<file path="config.mk">
export PLATFORM = sky130hd
export DESIGN_NAME = keypad_driver
export DESIGN_NICKNAME = d
export VERILOG_FILES = /design/src/rtl/keypad_pkg.sv /design/src/rtl/keypad_fifo.sv /design/src/rtl/keypad_driver.sv
export SDC_FILE = /design/constraint.sdc
export NUM_CORES = 1
export LEC_CHECK = 0
export ABC_AREA = 1
export CAP_MARGIN = 20
export CELL_PAD_IN_SITES_DETAIL_PLACEMENT = 1
export CELL_PAD_IN_SITES_GLOBAL_PLACEMENT = 2
export CORE_MARGIN = 2
export CORE_UTILIZATION = 38
export CTS_BUF_LIST = sky130_fd_sc_hd__clkbuf_4 sky130_fd_sc_hd__clkbuf_8
export DETAILED_ROUTE_END_ITERATION = 6
export PLACE_DENSITY_LB_ADDON = 0.1
export SETUP_SLACK_MARGIN = 0.02
export SYNTH_ARGS = -nofsm -noshare
export SYNTH_HDL_FRONTEND = slang
export SYNTH_SLANG_ARGS = --single-unit
</file>
<file path="constraint.sdc">
create_clock -name iFpgaClock -period 12.3 [get_ports iFpgaClock]
set_clock_uncertainty 0.2 [all_clocks]
set_input_delay 2.46 -clock iFpgaClock [delete_from_list [all_inputs] [get_ports iFpgaClock]]
set_output_delay 2.46 -clock iFpgaClock [all_outputs]
set_load 0.01 [all_outputs]
</file>
<file path="src/rtl/keypad_pkg.sv">
// keypad_pkg
// Shared constants and types for the 4x4 keypad driver.
//   CODE_W / NUM_ROWS / NUM_COLS : matrix geometry and key code width
//   scan_result_t                : one full-scan outcome (a key code, NONE or GHOST)
//   key_state_t                  : debounce FSM state
//   ADDR_FIFO / ADDR_STATUS      : CPU register addresses
package keypad_pkg;

  localparam int CODE_W   = 4;
  localparam int NUM_ROWS = 4;
  localparam int NUM_COLS = 4;

  // One extra bit above the key code keeps NONE and GHOST distinct from
  // all sixteen real codes.
  typedef logic [CODE_W:0] scan_result_t;

  localparam scan_result_t RESULT_NONE  = 5'h10;
  localparam scan_result_t RESULT_GHOST = 5'h11;

  typedef enum logic {
    ST_RELEASED = 1'b0,
    ST_PRESSED  = 1'b1
  } key_state_t;

  localparam logic [1:0] ADDR_FIFO   = 2'b00;
  localparam logic [1:0] ADDR_STATUS = 2'b10;

endpackage

</file>
<file path="src/rtl/keypad_fifo.sv">
// keypad_fifo
// Synchronous circular buffer holding debounced key codes for the CPU.
//   clk, rst_n : clock and synchronous active-low reset
//   push, data : write request and code to store
//   pop        : read request (ignored when empty)
//   head       : oldest stored code
//   full/empty : occupancy flags
//   count      : number of stored codes
// A push into a full buffer is accepted only when a pop happens in the same
// cycle; otherwise it is dropped (the caller detects that case itself).
module keypad_fifo #(
  parameter int DEPTH = 4,
  parameter int WIDTH = 4,
  localparam int PTR_W = (DEPTH > 1) ? $clog2(DEPTH) : 1,
  localparam int CNT_W = $clog2(DEPTH + 1)
) (
  input  logic             clk,
  input  logic             rst_n,
  input  logic             push,
  input  logic [WIDTH-1:0] data,
  input  logic             pop,
  output logic [WIDTH-1:0] head,
  output logic             full,
  output logic             empty,
  output logic [CNT_W-1:0] count
);

  logic [WIDTH-1:0] mem [DEPTH];
  logic [PTR_W-1:0] rd_ptr;
  logic [PTR_W-1:0] wr_ptr;
  logic             do_pop;
  logic             do_push;

  assign empty   = (count == '0);
  assign full    = (count == CNT_W'(DEPTH));
  assign do_pop  = pop && !empty;
  assign do_push = push && (!full || do_pop);
  assign head    = mem[rd_ptr];

  // Pointers wrap explicitly so DEPTH need not be a power of two.
  function automatic logic [PTR_W-1:0] next_ptr(input logic [PTR_W-1:0] p);
    return (p == PTR_W'(DEPTH - 1)) ? '0 : p + 1'b1;
  endfunction

  always_ff @(posedge clk) begin
    if (!rst_n) begin
      rd_ptr <= '0;
      wr_ptr <= '0;
      count  <= '0;
    end else begin
      if (do_push) begin
        mem[wr_ptr] <= data;
        wr_ptr      <= next_ptr(wr_ptr);
      end
      if (do_pop) begin
        rd_ptr <= next_ptr(rd_ptr);
      end
      if (do_push && !do_pop) begin
        count <= count + 1'b1;
      end else if (do_pop && !do_push) begin
        count <= count - 1'b1;
      end
    end
  end

endmodule

</file>
<file path="src/rtl/keypad_driver.sv">
// keypad_driver
// Scans a 4x4 matrix keypad, debounces whole-scan results, and queues each
// newly pressed key code for the CPU.
//   iFpgaClock, iCpuResetN : clock and synchronous active-low reset
//   iDoKeypadRead          : one-cycle CPU read strobe
//   iKeypadAddress         : 00 = key FIFO, 10 = status, others read zero
//   oKeypadDataToRead      : combinational read data
//   oKeypadRow             : active-low one-hot row drive
//   iKeypadColumn          : active-low column sense (asynchronous)
//   oKeyAvailable          : FIFO non-empty
module keypad_driver
  import keypad_pkg::*;
#(
  parameter int SCAN_DIV       = 40000,
  parameter int DEBOUNCE_SCANS = 4,
  parameter int FIFO_DEPTH     = 4
) (
  input  logic                iFpgaClock,
  input  logic                iCpuResetN,
  input  logic                iDoKeypadRead,
  input  logic [1:0]          iKeypadAddress,
  output logic [15:0]         oKeypadDataToRead,
  output logic [NUM_ROWS-1:0] oKeypadRow,
  input  logic [NUM_COLS-1:0] iKeypadColumn,
  output logic                oKeyAvailable
);

  localparam int DWELL_W  = $clog2(SCAN_DIV);
  localparam int STABLE_W = $clog2(DEBOUNCE_SCANS + 1);
  localparam int CNT_W    = $clog2(FIFO_DEPTH + 1);

  logic [NUM_COLS-1:0] col_meta;
  logic [NUM_COLS-1:0] col_sync;
  logic [1:0]          row_idx;
  logic [DWELL_W-1:0]  dwell;
  logic                sample;
  logic                scan_done;

  logic [2:0]          row_lows;
  logic [1:0]          row_col;
  logic [1:0]          base_hits;
  logic [1:0]          merged_hits;
  logic [CODE_W-1:0]   merged_code;
  logic [1:0]          acc_hits;
  logic [CODE_W-1:0]   acc_code;
  scan_result_t        scan_result;

  scan_result_t        candidate;
  scan_result_t        cand_next;
  logic [STABLE_W-1:0] stable_cnt;
  logic [STABLE_W-1:0] stable_next;
  logic                debounced;

  key_state_t          fsm_state;
  key_state_t          state_next;
  logic [CODE_W-1:0]   pressed_code;
  logic [CODE_W-1:0]   code_next;
  logic                key_push;

  logic [CODE_W-1:0]   fifo_head;
  logic                fifo_full;
  logic                fifo_empty;
  logic [CNT_W-1:0]    fifo_count;
  logic                fifo_pop;
  logic                status_read;
  logic                overflow;
  logic [2:0]          status_count;

  // Column inputs are asynchronous; nothing below looks at col_meta.
  always_ff @(posedge iFpgaClock) begin
    if (!iCpuResetN) begin
      col_meta <= '1;
      col_sync <= '1;
    end else begin
      col_meta <= iKeypadColumn;
      col_sync <= col_meta;
    end
  end

  assign sample     = (dwell == DWELL_W'(SCAN_DIV - 1));
  assign scan_done  = sample && (row_idx == 2'd3);
  assign oKeypadRow = ~(NUM_ROWS'(1) << row_idx);

  always_ff @(posedge iFpgaClock) begin
    if (!iCpuResetN) begin
      dwell   <= '0;
      row_idx <= '0;
    end else if (sample) begin
      dwell   <= '0;
      row_idx <= row_idx + 2'd1;
    end else begin
      dwell <= dwell + 1'b1;
    end
  end

  // Low-bit count and lowest low column of the row being sampled.
  always_comb begin
    row_lows = '0;
    row_col  = '0;
    for (int c = NUM_COLS - 1; c >= 0; c--) begin
      if (!col_sync[c]) begin
        row_lows = row_lows + 3'd1;
        row_col  = 2'(c);
      end
    end
  end

  // Hits saturate at 2 ("two or more"); row 0 starts a fresh scan so stale
  // accumulator contents are never merged in.
  always_comb begin
    base_hits   = (row_idx == 2'd0) ? 2'd0 : acc_hits;
    merged_hits = base_hits;
    merged_code = acc_code;
    if (row_lows == 3'd1 && base_hits == 2'd0) begin
      merged_hits = 2'd1;
      merged_code = {row_idx, row_col};
    end else if (row_lows != 3'd0) begin
      merged_hits = 2'd2;
    end
    case (merged_hits)
      2'd0:    scan_result = RESULT_NONE;
      2'd1:    scan_result = {1'b0, merged_code};
      default: scan_result = RESULT_GHOST;
    endcase
  end

  always_ff @(posedge iFpgaClock) begin
    if (!iCpuResetN) begin
      acc_hits <= '0;
      acc_code <= '0;
    end else if (sample) begin
      acc_hits <= merged_hits;
      acc_code <= merged_code;
    end
  end

  // Debounce bookkeeping; GHOST scans leave candidate and counter untouched.
  always_comb begin
    cand_next   = candidate;
    stable_next = stable_cnt;
    if (scan_done && scan_result != RESULT_GHOST) begin
      if (scan_result == candidate) begin
        if (stable_cnt != STABLE_W'(DEBOUNCE_SCANS)) begin
          stable_next = stable_cnt + 1'b1;
        end
      end else begin
        cand_next   = scan_result;
        stable_next = STABLE_W'(1);
      end
    end
  end

  assign debounced = scan_done && (scan_result != RESULT_GHOST) &&
                     (stable_next == STABLE_W'(DEBOUNCE_SCANS));

  always_ff @(posedge iFpgaClock) begin
    if (!iCpuResetN) begin
      candidate  <= RESULT_NONE;
      stable_cnt <= '0;
    end else begin
      candidate  <= cand_next;
      stable_cnt <= stable_next;
    end
  end

  always_ff @(posedge iFpgaClock) begin
    if (!iCpuResetN) begin
      fsm_state    <= ST_RELEASED;
      pressed_code <= '0;
    end else begin
      fsm_state    <= state_next;
      pressed_code <= code_next;
    end
  end

  // A push happens only on entering a new pressed code, so a held key
  // never repeats however long the counter stays saturated.
  always_comb begin
    state_next = fsm_state;
    code_next  = pressed_code;
    key_push   = 1'b0;
    if (debounced) begin
      case (fsm_state)
        ST_RELEASED: begin
          if (cand_next != RESULT_NONE) begin
            state_next = ST_PRESSED;
            code_next  = cand_next[CODE_W-1:0];
            key_push   = 1'b1;
          end
        end
        ST_PRESSED: begin
          if (cand_next == RESULT_NONE) begin
            state_next = ST_RELEASED;
            code_next  = '0;
          end else if (cand_next[CODE_W-1:0] != pressed_code) begin
            code_next = cand_next[CODE_W-1:0];
            key_push  = 1'b1;
          end
        end
        default: begin
          state_next = ST_RELEASED;
        end
      endcase
    end
  end

  assign fifo_pop    = iDoKeypadRead && (iKeypadAddress == ADDR_FIFO) && !fifo_empty;
  assign status_read = iDoKeypadRead && (iKeypadAddress == ADDR_STATUS);

  keypad_fifo #(
    .DEPTH (FIFO_DEPTH),
    .WIDTH (CODE_W)
  ) u_fifo (
    .clk   (iFpgaClock),
    .rst_n (iCpuResetN),
    .push  (key_push),
    .data  (pressed_code_in()),
    .pop   (fifo_pop),
    .head  (fifo_head),
    .full  (fifo_full),
    .empty (fifo_empty),
    .count (fifo_count)
  );

  function automatic logic [CODE_W-1:0] pressed_code_in();
    return code_next;
  endfunction

  // A dropped push outranks a simultaneous status read so no overflow is lost.
  always_ff @(posedge iFpgaClock) begin
    if (!iCpuResetN) begin
      overflow <= 1'b0;
    end else if (key_push && fifo_full && !fifo_pop) begin
      overflow <= 1'b1;
    end else if (status_read) begin
      overflow <= 1'b0;
    end
  end

  assign status_count  = 3'(fifo_count);
  assign oKeyAvailable = !fifo_empty;

  always_comb begin
    oKeypadDataToRead = 16'h0000;
    if (iKeypadAddress == ADDR_FIFO) begin
      if (!fifo_empty) begin
        oKeypadDataToRead = {1'b1, 11'b0, fifo_head};
      end
    end else if (iKeypadAddress == ADDR_STATUS) begin
      oKeypadDataToRead = {overflow, 6'b0, (fsm_state == ST_PRESSED),
                           pressed_code, 1'b0, status_count};
    end
  end

endmodule

</file>
==> PnR_summary.wiki <==
{| class="wikitable"
! Metric !! Value
|-
| Simple-gate portion of the synthesized area || 0.3034
|-
| Sequential area share after synthesis || 0.4209
|-
| Startpoint of the worst register-to-register path || col_sync[2]$_SDFF_PN1_
|-
| Layout cells sized above 1 || 0.1090
|-
| Lkg Pwr || approximately 1.9 nW
|-
| Post-synth design cell area || about 3800 um2
|-
| Depth of the worst register-to-register path || 29
|-
| Most common cell in the netlist || sky130_fd_sc_hd__nand2_1
|-
| Proportion of netlist area held by the largest area contributor || 0.2930
|-
| Instance count of the mapped netlist || 500
|-
| Worst setup slack for register-to-register paths || around 7.3 ns
|-
| Mux cell area share after synthesis || 0
|-
| Number of standard-cell rows in the floorplan || 36
|-
| Area contributors post-synth || sky130_fd_sc_hd__dfxtp_1 29%, sky130_fd_sc_hd__edfxtp_1 13%, sky130_fd_sc_hd__nand2_1 8.8%
|-
| Relative slew slack || 0.4479
|-
| # IOs || 30
|-
| Setup bufs post-CTS || 0
|-
| Post-synthesis to final-layout area growth || 14.98%
|-
| Cell area power density || 109.8 nW/um2
|-
| Worst Max-Slew Pin Slew || between 0.8 and 0.9 ns
|-
| Max-cap viol count || 0
|-
| Initial Util || 0.3880
|-
| Fraction of met3 tracks used by global routing || 0.04570
|-
| Yosys warning total || 0
|-
| Combined buffer and inverter count along the critical path || 2
|-
| Most utilized layer in the global route result || met2
|-
| Post-synth EDFFs || 16
|-
| Upper clock frequency limit || approximately 0.15 GHz
|-
| Number of vias per cell || between 4 and 5
|-
| Cell repeated most along the worst path || sky130_fd_sc_hd__clkdlybuf4s50_1
|-
| Tot GR Track Use || 0.1739
|-
| Clock-pin slew of the registers on the worst-case setup and hold paths || around 0.07 ns
|-
| Overall via count from detail_route || around 3100
|-
| Pin count of the biggest net entering global routing || 22
|-
| Number of distinct library cells after synthesis || 40
|-
| Aggregate negative setup slack || 0 ns
|-
| Initial antenna violation count || 0
|-
| Startpoint of the most critical hold path || col_meta[2]$_SDFF_PN1_
|-
| Routability cong. || slightly below 0.8
|-
| Post-route DRC || 0
|-
| Total wire length || 8334 um
|-
| RSZ-0062 raised after global routing || false
|-
| Highest net fanout along the worst path || 5
|-
| Final Hold Vio Count || 0
|-
| Hold_buf cts || 0
|-
| Met2 Resource Use GR || 0.2878
|-
| Hold path endpoint || col_sync[2]$_SDFF_PN1_
|-
| Standard cell area after detailed placement || 4104 um2
|-
| Startpoint types || primary input
|-
| Category of the critical setup timing path || primary input to output pin
|-
| Placed wire-length estimate || around 6500 um
|-
| Antenna Violating Nets Remaining || 0
|-
| Drt pass-1 iters || 4
|-
| Dominant combinational cell family by area after synthesis || simple AND/OR/NAND/NOR gates
|-
| Die Outline Area || 10700 um2
|-
| Iteration-0 DRC count of the detailed router || around 100
|-
| Most numerous cell types in the synthesized netlist || 88 x sky130_fd_sc_hd__nand2_1, 74 x sky130_fd_sc_hd__inv_1, 64 x sky130_fd_sc_hd__nor2_1
|-
| Adder and majority cell fraction of the synthesized area || 0.06527
|-
| Largest voltage drop on the vdd net || a little over 0.06 mV
|-
| FFs w/ async S/R, synth || 0
|-
| Diode insertion count for antenna repair || 0
|-
| Maximum buffer depth of the clock tree || 2
|-
| Final slew viol count || 0
|-
| Most used DFF post-synth || sky130_fd_sc_hd__dfxtp_1
|-
| WP data arrival || between 4 and 5 ns
|-
| Cell type group with the largest total delay on the critical path || buffers and inverters
|-
| Die outline width || 103.4 um
|-
| Floorplan core area || roughly 9700 um2
|-
| Aggregate global routing overflow || 0
|-
| Fillers || around 1200
|-
| Endpoint of the worst-slack reg-to-reg timing path || u_fifo.count[2]$_SDFFE_PN0P_
|-
| Met1 demand-to-capacity share in global routing || 0.2239
|-
| Count of state elements after synthesis || 71
|-
| CTS tree || built
|-
| Final-report setup violation count || 0
|-
| Library cell occupying the most area in the post-synthesis netlist || sky130_fd_sc_hd__dfxtp_1
|-
| Wire length of the first global-routing pass || 14370 um
|-
| Capturing element type of the critical path || output pin
|-
| Via count of the first global-routing pass || 3099
|-
| Shortest period the worst path allows || between 6 and 7 ns
|-
| Number of logic stages on the critical path including buffering || 5
|-
| CP peak stage delay || approximately 0.55 ns
|-
| Xor and xnor fraction of the mapped netlist area || 0.01399
|-
| Min-Delay Path Depth || 1
|-
| Worst hold-check slack || between 0.2 and 0.25 ns
|-
| Die H || ~100 um
|-
| Number of clock sinks || 71
|-
| Standard cell with the maximum stage delay on the critical path || sky130_fd_sc_hd__clkdlybuf4s50_1
|-
| Number of buffers added on ports || 23
|-
| Final Cell Area || 4320 um2
|-
| Sequence of cells on the critical path || clkdlybuf4s50_1 > nor2_1 > nand2_1 > a21oi_1 > clkdlybuf4s50_1
|-
| Hold Path Class || flop to flop
|-
| Cts repair resizes || 0
|-
| Mean cell area of the mapped netlist || roughly 7.5 um2
|-
| Final core utilization || 0.4461
|-
| Tcrit/Tclk final || 0.5450
|-
| Clk root buf || sky130_fd_sc_hd__clkbuf_8
|-
| Final net count || 555
|-
| Clock latency at the later pin of the worst-skew pair || ~0.34 ns
|-
| CTS HTree Levels || 3
|-
| Average routed wire per standard cell || between 10 and 15 um
|-
| Synth Area in Compound Gates || 0.09324
|-
| Required time at the worst-slack endpoint || 9.64 ns
|-
| Clock buffers created by TritonCTS || 9
|-
| Status || finished clean
|}
-- layout make-up --
| type | instances | area (um2) | share of cell area |
|---|---|---|---|
| well taps | 133 | 166.4 | 0.03852 |
| flip-flops and latches | 71 | 1582 | 0.3661 |
| clock buffers | 12 | 146.4 | 0.03388 |
| clock inverters | 4 | 70.07 | 0.01622 |
| repair buffers | 24 | 237.7 | 0.05502 |
| inverters | 82 | 307.8 | 0.07124 |
| multi-input cells | 339 | 1810 | 0.4191 |
-- flip-flops by register name (all words and copies together) (netlist names), named ones only --
signal and flops:
acc_code 4, acc_hits 2, candidate 5, col_meta 4
col_sync 4, dwell 16, fsm_state 1, overflow 1
pressed_code 4, row_idx 2, stable_cnt 3, u_fifo.count 3
u_fifo.mem 16, u_fifo.rd_ptr 2, u_fifo.wr_ptr 2
-- placed cells by master (no fill, tap or decap), drive strengths merged, types with 2 or more instances in the layout --
cell type       n
edfxtp         16
or2             9
nor3           10
inv            81
clkdlybuf4s50  23
xor2            4
clkinv          3
a21oi          18
nand4           6
o21ai          34
ha             18
o22ai           4
dfxtp          55
nor3b           4
bufinv          2
a31oi           2
nor2           72
nand2          96
clkbuf         12
conb            6
xnor2           2
nand3          47
-- per-stage QoR --
step / power (mW) / setup WS [ns] / instances
6_report: 0.4744 / 5.597 / 665
3_5_place_dp: 0.2779 / 5.611 / 649
4_1_cts: 0.4835 / 5.600 / 665
2_1_floorplan: 0.2690 / 6.681 / 505
3_3_place_gp: 0.2773 / 5.619 / 649
5_1_grt: 0.4965 / 5.516 / 665
-- cells by family (layout without fill, tap and decap cells) --
family | Yosys count | in the layout
buffers and inverters | 95 | 122
other | 1 | 6
flip-flops | 71 | 71
adder cells (fa/ha/maj) | 19 | 19
AND/OR/NAND/NOR | 246 | 246
XOR/XNOR | 6 | 6
AO/OA/AOI/OAI | 62 | 62
-- how the worst max path moves through the flow --
stage,to,slack (ns),start
2_1_floorplan,oKeypadDataToRead[2],6.68,iKeypadAddress[0]
3_3_place_gp,oKeypadDataToRead[3],5.62,iKeypadAddress[1]
3_5_place_dp,oKeypadDataToRead[3],5.61,iKeypadAddress[1]
4_1_cts,oKeypadDataToRead[3],5.60,iKeypadAddress[1]
5_1_grt,oKeypadDataToRead[3],5.52,iKeypadAddress[1]
6_report,oKeypadDataToRead[3],5.60,iKeypadAddress[1]
-- per-layer routing --
metal,vias up,wire (um)
met2,26,3923
met3,7,228
li1,1637,-
met4,0,82
met5,-,0
met1,1471,4099
-- power by group --
group / internal (mW) / switching (mW) / total [mW]
registers: 0.239 / 0.00175 / 0.241
logic: 0.0110 / 0.0202 / 0.0312
clock network: 0.120 / 0.0817 / 0.202
total: 0.371 / 0.104 / 0.474
No activity file was read; power rests on OpenSTA's default activity.
